### config.mk
export PLATFORM = sky130hd
export DESIGN_NAME = regfile_wb_arbiter
export DESIGN_NICKNAME = d
export VERILOG_FILES = /design/src/rtl/regfile_wb_arbiter.sv
export SDC_FILE = /design/constraint.sdc
export NUM_CORES = 1
export LEC_CHECK = 0
export ABC_CLOCK_PERIOD_IN_PS = 6200
export CORE_UTILIZATION = 41
export DETAILED_ROUTE_END_ITERATION = 8
export PLACE_DENSITY = 0.87
export SETUP_SLACK_MARGIN = 0.3
export SLEW_MARGIN = 0
export SYNTH_ARGS = -nofsm -noshare
export SYNTH_HDL_FRONTEND = slang
export SYNTH_SLANG_ARGS = --single-unit
export TNS_END_PERCENT = 50
### constraint.sdc
create_clock -name clk -period 6.2 [get_ports clk]
set_input_delay 0.93 -clock clk [delete_from_list [all_inputs] [get_ports clk]]
set_output_delay 0.93 -clock clk [all_outputs]
set_load 0.03 [all_outputs]
### src/rtl/regfile_wb_arbiter.sv
// Round-robin arbiter sharing the single register-file write-back port among N_REQ producers.
// Optional macro WB_ARB_BYPASS_EN adds rs1/rs2 forwarding from the registered write.
module regfile_wb_arbiter #(
  parameter int N_REQ  = 3,
  parameter int DATA_W = 32,
  parameter int IDX_W  = 5
) (
  input  logic                        clk,
  input  logic                        rst_n,
  input  logic [N_REQ-1:0]            req_valid,
  input  logic [N_REQ*IDX_W-1:0]      req_rd,
  input  logic [N_REQ*DATA_W-1:0]     req_data,
  output logic [N_REQ-1:0]            req_ready,
  input  logic                        wb_hold,
  output logic                        wb_en,
  output logic [DATA_W-1:0]           wb_data,
  output logic [IDX_W-1:0]            rd_index,
  output logic [$clog2(N_REQ)-1:0]    grant_id
`ifdef WB_ARB_BYPASS_EN
  ,
  input  logic [IDX_W-1:0]            rs1_index,
  input  logic [IDX_W-1:0]            rs2_index,
  output logic                        fwd_rs1_hit,
  output logic [DATA_W-1:0]           fwd_rs1_data,
  output logic                        fwd_rs2_hit,
  output logic [DATA_W-1:0]           fwd_rs2_data
`endif
);
  localparam int            GW    = $clog2(N_REQ);
  localparam int            CW    = GW + 1;
  localparam logic [CW-1:0] N_EXT = CW'(N_REQ);
  localparam logic [GW-1:0] LAST  = GW'(N_REQ - 1);

  logic [N_REQ-1:0][IDX_W-1:0]  rd_arr;
  logic [N_REQ-1:0][DATA_W-1:0] data_arr;
  assign rd_arr   = req_rd;
  assign data_arr = req_data;

  logic [GW-1:0] rr_ptr, gnt_idx;
  logic [CW-1:0] cand;
  logic          gnt_any, accept;

  // Search upward from rr_ptr with wrap; one subtraction suffices since rr_ptr < N_REQ.
  always_comb begin
    gnt_any = 1'b0;
    gnt_idx = '0;
    cand    = '0;
    for (int k = 0; k < N_REQ; k++) begin
      cand = {1'b0, rr_ptr} + CW'(k);
      if (cand >= N_EXT) cand = cand - N_EXT;
      if (!gnt_any && req_valid[cand[GW-1:0]]) begin
        gnt_any = 1'b1;
        gnt_idx = cand[GW-1:0];
      end
    end
  end

  assign accept = gnt_any & ~wb_hold;

  always_comb begin
    req_ready = '0;
    if (accept && rst_n) req_ready[gnt_idx] = 1'b1;
  end

  // rd=0 is consumed like any other result but never raises the write enable.
  always_ff @(posedge clk or negedge rst_n) begin
    if (!rst_n) begin
      rr_ptr   <= '0;
      wb_en    <= 1'b0;
      wb_data  <= '0;
      rd_index <= '0;
      grant_id <= '0;
    end else begin
      wb_en <= accept && (rd_arr[gnt_idx] != '0);
      if (accept) begin
        rr_ptr   <= (gnt_idx == LAST) ? '0 : gnt_idx + 1'b1;
        wb_data  <= data_arr[gnt_idx];
        rd_index <= rd_arr[gnt_idx];
        grant_id <= gnt_idx;
      end
    end
  end

`ifdef WB_ARB_BYPASS_EN
  assign fwd_rs1_hit  = wb_en && (rd_index == rs1_index) && (rs1_index != '0);
  assign fwd_rs1_data = fwd_rs1_hit ? wb_data : '0;
  assign fwd_rs2_hit  = wb_en && (rd_index == rs2_index) && (rs2_index != '0);
  assign fwd_rs2_data = fwd_rs2_hit ? wb_data : '0;
`endif

endmodule

Word level (Yosys, flattened, before mapping):

Cells that the tools add are included.

* register bits after elaboration: 42
* output and inout port bits: 43
* logic and storage cells: 53

* $add $sub $neg: 6
* $lt $le $gt $ge: 8
* eq/ne operators: 1
* muxes and demuxes: 23
* bitwise gates (word level): 2
* reductions and logical operators: 8

Operators by type and width (number)
* binary-select mux 32 bit (select 2 bit): 1
* two-way mux 32 bit: 1
* two-way mux 2 bit: 7
* < comparator 2 x 3 -> 1 bit (second input constant): 4
* binary-select mux 5 bit (select 2 bit): 1
* two-way mux 1 bit: 7
* binary-select mux 1 bit (select 2 bit): 3
* >= comparator 3 x 2 -> 1 bit (second input constant): 2
* subtractor 2 bit (second input constant): 3
* logical AND 1 bit: 5
* two-way mux 5 bit: 1
* nonzero test 5 bit: 1
* adder 2 x 1 -> 3 bit (second input constant): 1
* adder 2 x 2 -> 3 bit (second input constant): 1
* two-way mux 3 bit: 1
* adder 2 x 1 -> 2 bit (second input constant): 1
* demux 1 bit (select 2 bit): 1
* equality test 2 bit (second input constant): 1
* >= comparator 2 x 1 -> 1 bit (second input constant): 1
* >= comparator 2 bit (second input constant): 1
* zero test 1 bit: 2
* AND 1 bit: 1
* NOT 1 bit: 1

Logic depth before layout (Yosys ltp):

Gate-level depths: netlist of the first run.

* depth in word-level cells: 16
* gate-level depth with buffers: 12
* gate-level depth less buffers: 9

Worst setup path before layout of the first run:

No wires, ideal clock.

* path kind: input-to-output
* start: in req_valid[2]
* end: out req_ready[0]
* arrival: 2518 ps
* data required time: 5270 ps
* path slack: 2752 ps
* stages: 8
* path buffers: 3
* cells stage by stage: mux2i_1 -> o21ai_1 -> nor4b_4 -> a211oi_4 -> buf_6 -> buf_6 -> buf_4 -> nor2_1

* cells in the longest elaborated chain, start to end: 14
* elaborated cells on any way between the ends: 24

Ends and longest elaborated chain
* from (decl): line 10 `input logic [N_REQ-1:0] req_valid,`
* binary-select mux 1 bit (select 2 bit): line 51 `if (!gnt_any && req_valid[cand[GW-1:0]]) begin`
* two-way mux 1 bit (not written as such): line 51
* two-way mux 1 bit: line 51
* zero test 1 bit: line 51
* logical AND 1 bit: line 51
* two-way mux 1 bit: line 51
* zero test 1 bit: line 51
* logical AND 1 bit: line 51
* two-way mux 2 bit: line 51
* < comparator 2 x 3 -> 1 bit (not written as such) / >= comparator 2 x 1 -> 1 bit (equally long branches): line 62 `if (accept && rst_n) req_ready[gnt_idx] = 1'b1;`
* logical AND 1 bit (not written as such): line 62
* two-way mux 1 bit (not written as such): line 62
* demux 1 bit (select 2 bit): line 62
* two-way mux 3 bit *: line 62
* to (decl): line 13 `output logic [N_REQ-1:0] req_ready,`

Every way passes the cells marked *; elsewhere a longest branch is shown, timed or not. The select of a mux whose other input is x is not followed.

Worst setup path after layout of the first run:

* start: in req_valid[2]
* end: out req_ready[1]

Same word-level chain as after synthesis.

==> qor.csv, run 1 <==
stage;metric;value;unit
outcome;status;finished, final reports clean;
global_route;grt_util_all_layers;23.12;%
sta;finalSetupTns;0;ps
global_route;grt_pass1_vias;2596;
power_and_ir_drop;leakage;1.777;nW
critical_path;cp_cell_sequence;clkdlybuf4s50_1 > mux2i_1 > o21ai_1 > nor2_1 > a21o_2 > nor3b_4 > and2_1 > clkdlybuf4s50_1;
critical_path;crit_path_frequent_cell;clkdlybuf4s50_1;
critical_path;cp_max_fo;36;
critical_path;r2r_start;rr_ptr[1];
synthesis;synth_fa_ha_area_share;1.892;%
critical_path;reg2reg_slack;2770;ps
critical_path;ff2ff_path_depth;10;
clock_network;clock_path_buffers;2;
clock_network;cts_setup_buffers;0;
clock_network;postCtsHoldBufs;0;
drt;wl;7.813;mm
sta;period_needed;4853;ps
critical_path;crit_path_end_kind;output pin;
drt;remaining_drc_errors;0;
final_layout;fillCellCount;489;
synthesis;synth_simple_gate_area_share;18.78;%
sta;fmax;206.1;MHz
synthesis;yosys.area_share.xor_xnor;0;%
power_and_ir_drop;power.density;530.5;nW/um^2
clock_network;clkTransAtPathRegs;90;ps
sta;grt_setup_unrepaired;no;
critical_path;worst-setup-path-type;input port to output pin;
final_layout;multi_input_area;1456;sq um
synthesis;yosys.area.top_type;dfrtp_1;
synthesis;synth.area.top_cells;dfrtp_1, mux2i_1, a21oi_1;
critical_path;arrival;3920;ps
sta;worst_slew_pin_slew;982.0;ps
clock_network;htree_levels;2;
synthesis;yosysWarnings;0;
sta;worst_clock_skew;5.915;ps
drt;avgViaCountPerCell;5.315;
final_layout;design_area;4338;sq um
synthesis;yosysUniqueCellTypes;39;
critical_path;r2r_end;wb_en;
placement;port_buffers;159;
die;core-area;6061;sq um
worst_hold_path;hold_end;wb_data[6];
critical_path;cp.required;5270;ps
run;maxCapViolations;0;
final_layout;final_util;71.57;%
sta;hold_viol;0;
placement;dp_hpwl;6.031;mm
global_route;grt_max_degree;47;
clock_network;root_buffer;clkbuf_8;
drt;post_drt_wl_per_cell;15.20;microns
die;start_util;43.64;%
drt;drt_iter0_markers;114;
clock_network;cts_sinks;42;
clock_network;cts_tree;built;
die;fp.dieW;82.32;microns
die;die-area;6777;sq um
synthesis;ys_seq_area_share;39.74;%
drt;ant_nets;0;
placement;placed_cell_area;4229;sq um
die;io_pins;160;
worst_hold_path;hold_depth;2;
clock_network;ctsResizeCount;0;
global_route;grt_overflow;0;
sta;timing.slew.headroom;34.53;%
critical_path;cpPeakStageDelay;660;ps
final_layout;seqCellArea;1051;sq um
sta;finalCritPeriodShare;78.27;%
synthesis;ys_ff_latch;42;
final_layout;final_nets;559;
final_layout;area_delta_synth_final;64.00;%
global_route;grt_pass1_wl;11.86;mm
clock_network;cts_buffers;5;
die;num_rows;28;
synthesis;synth_top_family_by_area;compound AO/OA/AOI/OAI gates;
synthesis;netlist.area_leader.share;39.74;%
power_and_ir_drop;worst_ir_drop_vdd;446.8;uV
synthesis;syn_area_per_cell;9.058;sq um
synthesis;synth-compound-area-share;19.58;%
worst_hold_path;hold_path_class;flop to flop;
clock_network;clkLatencyLatePin;290;ps
synthesis;netlist_area;2645;sq um
critical_path;start_kind;input port;
synthesis;synth_nets;413;
drt;dr.pass1.iters;4;
final_layout;drive_above_1_share;6.834;%
drt;vias;2732;
critical_path;critPathSlowestCell;clkdlybuf4s50_1;
sta;maxSlewViolCount;0;
final_layout;antenna_cells;0;
die;fp.dieH;82.32;microns
placement;gp_congestion;0.8758;
sta;setup_viol;0;
synthesis;netlist_instances;292;
global_route;antenna_found_initial;0;
worst_hold_path;hp-start;wb_data[6];
synthesis;synthMuxAreaShare;14.33;%
routing by layer:
layer | up-vias | global-route usage (%) | share of wire [%]
met5 | - | 0 | 0
met4 | 0 | 9.474 | 2.4
li1 | 1329 | - | -
met1 | 1280 | 25.64 | 37
met3 | 18 | 5.495 | 6.4
met2 | 105 | 42.07 | 54
final cells by class:
class                           instances  share of cell area (%)
Clock buffer                            5                   1.586
Clock inverter                          3                  0.9230
Inverter                                3                  0.2596
Multi-Input combinational cell        223                   33.57
Sequential cell                        42                   24.23
Tap cell                               75                   2.163
Timing Repair Buffer                  163                   37.27
stage by stage:
step / power (W) / std cells / worst slack (ps) / hold WS (ps)
4_1_cts: 0.002315 / 514 / 1366 / 489.5
2_1_floorplan: 0.001625 / 292 / 2752 / 501.7
6_report: 0.002301 / 514 / 1347 / 485.1
5_1_grt: 0.002468 / 514 / 1215 / 522.4
3_5_place_dp: 0.002097 / 506 / 1375 / 470.8
3_3_place_gp: 0.002046 / 506 / 1479 / 462.3
cells in the final DEF (no fill, tap or decap), drive strengths merged, types with 2 or more instances in the layout:
cell,Yosys,final
nor2,31,31
clkdlybuf4s50,0,158
a21o,2,2
clkbuf,6,5
nand2b,2,2
a21oi,39,39
mux2i,33,33
o21ai,31,31
inv,3,3
nand3b,3,3
nor3b,3,3
or3b,8,8
dfrtp,42,42
clkinv,0,2
nand2,39,39
buf,18,5
a221o,8,8
and3,2,2
ha,4,4
nand4bb,2,2
a211oi,2,2
mux2,4,4
state kept, by name, indices dropped and copies added, names as in the netlist:
| signal | cells |
|---|---|
| wb_data | 32 |
| wb_en | 1 |
| rr_ptr | 2 |
| rd_index | 5 |
| grant_id | 2 |
worst max-delay path, delay by kind of cell:
| family | cells | cell delay, ps |
|---|---|---|
| AOI/OAI and AO/OA | 2 | 790 |
| buffers and inverters | 2 | 1240 |
| muxes | 1 | 160 |
| and+or+nand+nor | 3 | 790 |
Yosys cell counts:
cell	number
mux2i_1	33
a211oi_1	1
nor3b_2	1
mux2_4	1
nand4b_1	1
or2_2	1
nor2_1	31
o31ai_1	1
nor3b_4	1
nand3b_1	3
buf_4	6
o22ai_1	1
nor4b_4	1
or3b_2	6
o21ai_1	23
and3_1	2
or3b_1	2
a21oi_1	39
clkbuf_1	6
buf_6	2
inv_1	3
a41oi_1	1
and2_1	1
buf_2	9
nand2_1	39
a211oi_4	1
o21ai_0	8
and4b_1	1
dfrtp_1	42
a21o_1	2
o21a_1	1
ha_1	4
nor3b_1	1
nand2b_1	2
a221o_1	8
a221oi_2	1
nand4bb_1	2
mux2_2	3
buf_1	1
cells by family (layout without fill, tap and decap cells):
group	Yosys count	after routing
simple gates	95	95
flops	42	42
mux	37	37
buf+inv	27	174
fa+ha+maj	4	4
compound gates	87	87
worst max path at each step:
stage                 start      endpoint  slack, ps  cells after the start
2_1_floorplan  req_valid[2]  req_ready[0]       2750                      8
3_3_place_gp   req_valid[2]  req_ready[1]       1480                      8
3_5_place_dp   req_valid[1]  req_ready[0]       1370                      8
4_1_cts        req_valid[1]  req_ready[0]       1370                      8
5_1_grt        req_valid[2]  req_ready[1]       1220                      8
6_report       req_valid[2]  req_ready[1]       1350                      8
where the power goes:
part,internal (W),switching (W),leakage (nW)
combinational,0.000686,0.000923,1.20
sequential,0.000410,0.0000698,0.521
clock,0.000119,0.0000950,0.0579
No activity file was read; power rests on OpenSTA's default activity.
==> run 2, diff against run 1 <==
ABC_CLOCK_PERIOD_IN_PS = 4400   (was 6200)
CORE_UTILIZATION = 34   (was 41)
PLACE_DENSITY = 0.77   (was 0.87)
clock period = 4.4 ns   (was 6.2 ns; I/O delays follow)
==> run 2 against run 1 <==
Sequential share of layout area is 0.24 points lower. Non-clock buffer count increased by 3. Core utilization is 12 points lower. Register-to-register slack got worse by 1500 ps. Flip-flop and latch count is the same. Highest routed layer unchanged.
==> qor.csv, run 2 (synthesized netlist as in run 1, its figures left out) <==
stage;metric;value;unit;change
outcome;status;finished, final reports clean;;unchanged
placement;dp_hpwl;5.884;mm;was 6.031 mm
clock_network;cts_sinks;42;;unchanged
sta;hold_viol;0;;unchanged
final_layout;final_cell_mix;clkdlybuf4s50_1, dfrtp_1, a21oi_1, nand2_1, mux2i_1;;unchanged
clock_network;clock_path_buffers;2;;unchanged
clock_network;clkTransAtPathRegs;80;ps;was 90 ps
clock_network;cts_tree;built;;unchanged
sta;finalSetupTns;0;ps;unchanged
power_and_ir_drop;seqPwrFrac;21.0;%;was 20.8%
drt;drt_iter0_markers;114;;unchanged
power_and_ir_drop;leakage;1.784;nW;was 1.777 nW
placement;port_buffers;159;;unchanged
final_layout;largest_reg_flops;32;;unchanged
final_layout;area_delta_synth_final;65.61;%;was 64.00%
power_and_ir_drop;combPwrFrac;70.8;%;was 69.9%
critical_path;cp.required;3740;ps;was 5270 ps
global_route;antenna_found_initial;0;;unchanged
die;fp.dieH;90.20;microns;was 82.32 microns
critical_path;start_kind;flop;;was input port
run;maxCapViolations;0;;unchanged
power_and_ir_drop;worst_ir_drop_vdd;412.8;uV;was 446.8 uV
sta;finalCritPeriodShare;88.07;%;
sta;maxSlewViolCount;0;;unchanged
final_layout;reg.largest.list;wb_data: 32 flops, rd_index: 5 flops;;unchanged
placement;gp_congestion;0.8174;;was 0.8758
die;num_rows;31;;was 28
critical_path;cpPeakStageDelay;600;ps;was 660 ps
die;die-area;8136;sq um;was 6777 sq um
clock_network;cts_buffers;5;;unchanged
final_layout;design_area;4380;sq um;was 4338 sq um
global_route;grt_util_all_layers;18.78;%;was 23.12%
final_layout;antenna_cells;0;;unchanged
clock_network;root_buffer;clkbuf_8;;unchanged
power_and_ir_drop;p_sw;0.001518;W;was 0.001087 W
power_and_ir_drop;intPower;0.001686;W;was 0.001214 W
die;fp.dieW;90.20;microns;was 82.32 microns
critical_path;arrival;3220;ps;was 3920 ps
drt;vias;2638;;was 2732
critical_path;critPathSlowestCell;clkdlybuf4s50_1;;unchanged
sta;period_needed;3875;ps;
critical_path;cp_cell_sequence;inv_1 > ha_1 > mux2i_1 > mux2_4 > o21ai_1 > a211oi_4 > buf_6 > nor2_1 > clkdlybuf4s50_1;;was clkdlybuf4s50_1 > mux2i_1 > o21ai_1 > nor2_1 > a21o_2 > nor3b_4 > and2_1 > clkdlybuf4s50_1
global_route;grt_pass1_vias;2539;;was 2596
global_route;grt_pass1_wl;12.37;mm;was 11.86 mm
final_layout;final_nets;562;;was 559
die;core-area;7370;sq um;was 6061 sq um
global_route;grt_max_degree;53;;was 47
clock_network;clkLatencyLatePin;290;ps;about the same
drt;dr.pass1.iters;6;;was 4
drt;post_drt_wl_per_cell;14.10;microns;was 15.20 microns
critical_path;crit_path_end_kind;output pin;;unchanged
die;io_pins;160;;unchanged
final_layout;final_common_cell;clkdlybuf4s50_1;;unchanged
sta;timing.slew.headroom;61.50;%;was 34.53%
worst_hold_path;hold_path_class;input port to async pin;;was flop to flop
critical_path;cp_max_fo;39;;was 36
sta;grt_setup_unrepaired;no;;unchanged
drt;avgViaCountPerCell;4.876;;was 5.315
drt;remaining_drc_errors;0;;unchanged
sta;fmax;258.1;MHz;
placement;placed_cell_area;4282;sq um;was 4229 sq um
final_layout;drive_above_1_share;7.240;%;was 6.834%
sta;worst_clock_skew;5.142;ps;was 5.915 ps
drt;ant_nets;0;;unchanged
drt;wl;7.629;mm;was 7.813 mm
critical_path;worst-setup-path-type;flop to output pin;;was input port to output pin
sta;worst_hold_slack;325.5;ps;was 485.1 ps
power_and_ir_drop;pwr-share-clk;8.2;%;was 9.3%
global_route;grt_overflow;0;;unchanged
clock_network;htree_levels;2;;unchanged
die;start_util;35.89;%;was 43.64%
power_and_ir_drop;power.density;731.5;nW/um^2;was 530.5 nW/um^2
sta;worst_slew_pin_slew;577.5;ps;was 982.0 ps
sta;setup_viol;0;;unchanged
final_layout;largest-register;wb_data;;unchanged
power_and_ir_drop;switching_share;47.37;%;was 47.25%
clock_network;cts_setup_buffers;0;;unchanged
-- run 2: cell types whose count changed in the layout (fill, tap and decap cells not counted), sizes merged --
cell,change
bufinv,-1
inv,+1
buf,+3
clkbuf,+2
clkinv,-2
-- run 2: metrics by stage --
stage	utilization [%]	cells	total power, W	setup slack (ps)
floorplan	-	292	0.002290	1340
finish	59.44	541	0.003204	524.9
global placement	58.10	533	0.002922	516.9
global route	59.44	541	0.003446	336.3
CTS	59.39	541	0.003238	422.7
detailed placement	58.10	533	0.002959	476.5
-- run 2: cell type report --
class	instances	area [sq um]
Clock inverter	1	8.758
Multi-Input combinational cell	223	1456
Sequential cell	42	1051
Clock buffer	7	86.33
Tap cell	99	123.9
Fill cell	661	2989
Timing Repair Buffer	166	1643
Inverter	3	11.26
-- run 2: worst paths after layout --
kind	start	end	slack [ps]	cells past startpoint
min	rst_n	wb_data[17]	330	1
min reg2reg	wb_data[17]	wb_data[17]	480	2
min in group clk	wb_data[17]	wb_data[17]	480	2
max	rr_ptr[1]	req_ready[0]	520	9
max in group asynchronous	rst_n	wb_data[5]	3380	2
max reg2reg	rr_ptr[1]	wb_en	1290	10
-- run 2: routing by layer --
layer / share of wire, % / GRT usage, %
met5: 0 / 0
met4: 1.4 / 4.570
met3: 5.8 / 4.992
met2: 50 / 32.63
met1: 42 / 23.06
-- run 2: repair_timing --
action / in CTS / in global routing
resized for setup: 0 / 1
hold buffers: 0 / 0
setup endpoints to repair: 0 / 1
endpoints found under the hold margin: 0 / 0
-- run 2: power groups by stage --
stage          clock network, W  registers [W]  logic [W]
2_1_floorplan                 0        0.00102    0.00127
3_3_place_gp                  0       0.000671    0.00225
3_5_place_dp                  0       0.000681    0.00228
4_1_cts                0.000276       0.000674    0.00229
5_1_grt                0.000291       0.000701    0.00245
6_report               0.000263       0.000672    0.00227
-- run 2: critical path: cells and delay by family, from the launching register on --
| family | cells | cell delay (ps) |
|---|---|---|
| fa+ha+maj | 1 | 330 |
| buf+inv | 3 | 990 |
| compound gates | 2 | 500 |
| simple gates | 1 | 80 |
| flops | 1 | 420 |
| mux | 2 | 590 |
==> run 3, diff against run 2 <==
CELL_PAD_IN_SITES_DETAIL_PLACEMENT = 1   (was unset)
CELL_PAD_IN_SITES_GLOBAL_PLACEMENT = 1   (was unset)
CORE_UTILIZATION = 24   (was 34)
PLACE_DENSITY = unset   (was 0.77)
PLACE_DENSITY_LB_ADDON = 0.1   (was unset)
==> run 3 against run 2 <==
Critical path depth is the same. Maximum frequency shrank 0.55%. Sequential power is essentially flat. Register-to-register slack lost 90 ps. Largest cell class unchanged.
==> qor.csv, run 3 (synthesized netlist as in run 1, its figures left out) <==
stage;metric;value;unit;change
drt;remaining_drc_errors;0;;unchanged
drt;dr.pass1.iters;4;;was 6
die;fp.dieW;107.0;microns;was 90.20 microns
global_route;grt_pass1_wl;14.20;mm;was 12.37 mm
critical_path;arrival;3240;ps;was 3220 ps
critical_path;crit_path_end_kind;output pin;;unchanged
clock_network;cts_buffers;5;;unchanged
power_and_ir_drop;worst_ir_drop_vdd;344.0;uV;was 412.8 uV
die;core-area;10510;sq um;was 7370 sq um
sta;setup_viol;0;;unchanged
critical_path;cp.required;3740;ps;about the same
sta;maxSlewViolCount;0;;unchanged
global_route;grt_util_all_layers;15.77;%;was 18.78%
final_layout;final_common_cell;clkdlybuf4s50_1;;unchanged
die;io_pins;160;;unchanged
global_route;grt_pass1_vias;2803;;was 2539
final_layout;design_area;4439;sq um;was 4380 sq um
placement;dp_hpwl;6.928;mm;was 5.884 mm
power_and_ir_drop;leakage;1.794;nW;was 1.784 nW
critical_path;cp_max_fo;26;;was 39
drt;post_drt_wl_per_cell;15.40;microns;was 14.10 microns
sta;timing.slew.headroom;61.09;%;was 61.50%
die;die-area;11440;sq um;was 8136 sq um
drt;wl;8.914;mm;was 7.629 mm
final_layout;final_cell_mix;clkdlybuf4s50_1, dfrtp_1, a21oi_1, nand2_1, mux2i_1;;unchanged
final_layout;antenna_cells;0;;unchanged
sta;worst_hold_slack;482.3;ps;was 325.5 ps
global_route;grt_max_degree;53;;unchanged
final_layout;drive_above_1_share;7.449;%;was 7.240%
clock_network;cts_sinks;42;;unchanged
final_layout;reg.largest.list;wb_data: 32 flops, rd_index: 5 flops;;unchanged
clock_network;root_buffer;clkbuf_8;;unchanged
sta;worst_clock_skew;15.08;ps;was 5.142 ps
final_layout;area_delta_synth_final;67.83;%;was 65.61%
final_layout;layout.cells.non_filler;579;;was 541
final_layout;largest_reg_flops;32;;unchanged
sta;hold_viol;0;;unchanged
clock_network;clkTransAtPathRegs;80;ps;about the same
worst_hold_path;hold_path_class;flop to flop;;was input port to async pin
clock_network;clock_path_buffers;2;;unchanged
die;fp.dieH;107.0;microns;was 90.20 microns
drt;avgViaCountPerCell;4.618;;was 4.876
outcome;status;finished, final reports clean;;unchanged
die;start_util;25.17;%;was 35.89%
final_layout;fillCellCount;1233;;was 661
placement;pre_cts_ws;507.1;ps;was 476.5 ps
sta;finalSetupTns;0;ps;unchanged
run;maxCapViolations;0;;unchanged
placement;placed_cell_area;4318;sq um;was 4282 sq um
drt;vias;2674;;was 2638
drt;drt_iter0_markers;87;;was 114
global_route;antenna_found_initial;0;;unchanged
sta;finalWorstSetupSlack;503.5;ps;was 524.9 ps
placement;placedCellCount;569;;was 533
clock_network;htree_levels;2;;unchanged
die;num_rows;37;;was 31
sta;grt_setup_unrepaired;yes;;was no
final_layout;largest-register;wb_data;;unchanged
placement;gp_congestion;0.8017;;was 0.8174
power_and_ir_drop;power.density;742.7;nW/um^2;was 731.5 nW/um^2
sta;finalCritPeriodShare;88.56;%;was 88.07%
clock_network;cts_tree;built;;unchanged
critical_path;start_kind;flop;;unchanged
sta;period_needed;3897;ps;was 3875 ps
global_route;grt_overflow;0;;unchanged
drt;ant_nets;0;;unchanged
sta;worst_slew_pin_slew;583.6;ps;was 577.5 ps
clock_network;clkLatencyLatePin;300;ps;was 290 ps
placement;port_buffers;159;;unchanged
sta;fmax;256.6;MHz;was 258.1 MHz
critical_path;worst-setup-path-type;flop to output pin;;unchanged
clock_network;ctsResizeCount;0;;unchanged
final_layout;final_nets;563;;was 562
-- run 3: cell types whose count changed in the layout (fill, tap and decap cells not counted) --
cell | before | now
buf_4 | 6 | 9
buf_6 | 1 | 0
bufinv_16 | 0 | 1
clkbuf_1 | 1 | 2
clkbuf_8 | 6 | 5
clkdlybuf4s50_1 | 158 | 157
inv_6 | 1 | 0
-- run 3: what timing repair did --
| action | 4_1_cts | 5_1_grt |
|---|---|---|
| buffers inserted | 0 | 2 |
| setup endpoints to repair | 0 | 2 |
| hold buffers | 0 | 0 |
-- run 3: per-layer routing --
layer	track usage (%)	vias up	wire length, microns
met1	19.82	1259	3840
met2	25.62	85	4210
met5	0	-	0
met3	5.897	6	786
met4	3.523	0	77
li1	-	1324	-
-- run 3: path summary, 6_finish.rpt --
check | from | to | slack (ps) | cells after the start
max | rr_ptr[1] | req_ready[0] | 500 | 9
min | wb_data[3] | wb_data[3] | 480 | 2
max reg2reg | rr_ptr[0] | wb_en | 1200 | 10
min reg2reg | wb_data[3] | wb_data[3] | 480 | 2
max in group asynchronous | rst_n | wb_data[21] | 3510 | 2
min in group asynchronous | rst_n | wb_data[26] | 490 | 2
-- run 3: layout make-up --
cell class	instances	area, sq um	share of cell area [%]
well taps	136	170.2	3.833
clock buffers	7	76.32	1.719
inverters	3	11.26	0.2537
multi-input cells	223	1456	32.81
clock inverters	1	30.03	0.6764
flip-flops and latches	42	1051	23.68
repair buffers	167	1644	37.04
-- run 3: worst max-delay path: stages (launching register included) --
cell,delay [ps]
dfrtp_1,410
inv_1,90
ha_1,340
mux2i_1,360
mux2_4,270
o21ai_1,120
a211oi_4,330
buf_4,330
nor2_1,100
clkdlybuf4s50_1,600
-- run 3: through the flow --
stage | total power, W | util [%]
finish | 0.003297 | 42.24
global route | 0.003570 | 42.24
CTS | 0.003351 | 42.10
detailed placement | 0.003034 | 41.09
global placement | 0.002993 | 41.09
floorplan | 0.002290 | -
-- run 3: power breakdown --
| group | internal [W] | total, W | switching, W |
|---|---|---|---|
| Clock | 0.000170 | 0.000305 | 0.000135 |
| Sequential | 0.000577 | 0.000675 | 0.0000980 |
| Combinational | 0.000978 | 0.00232 | 0.00134 |
| Total | 0.00173 | 0.00330 | 0.00157 |
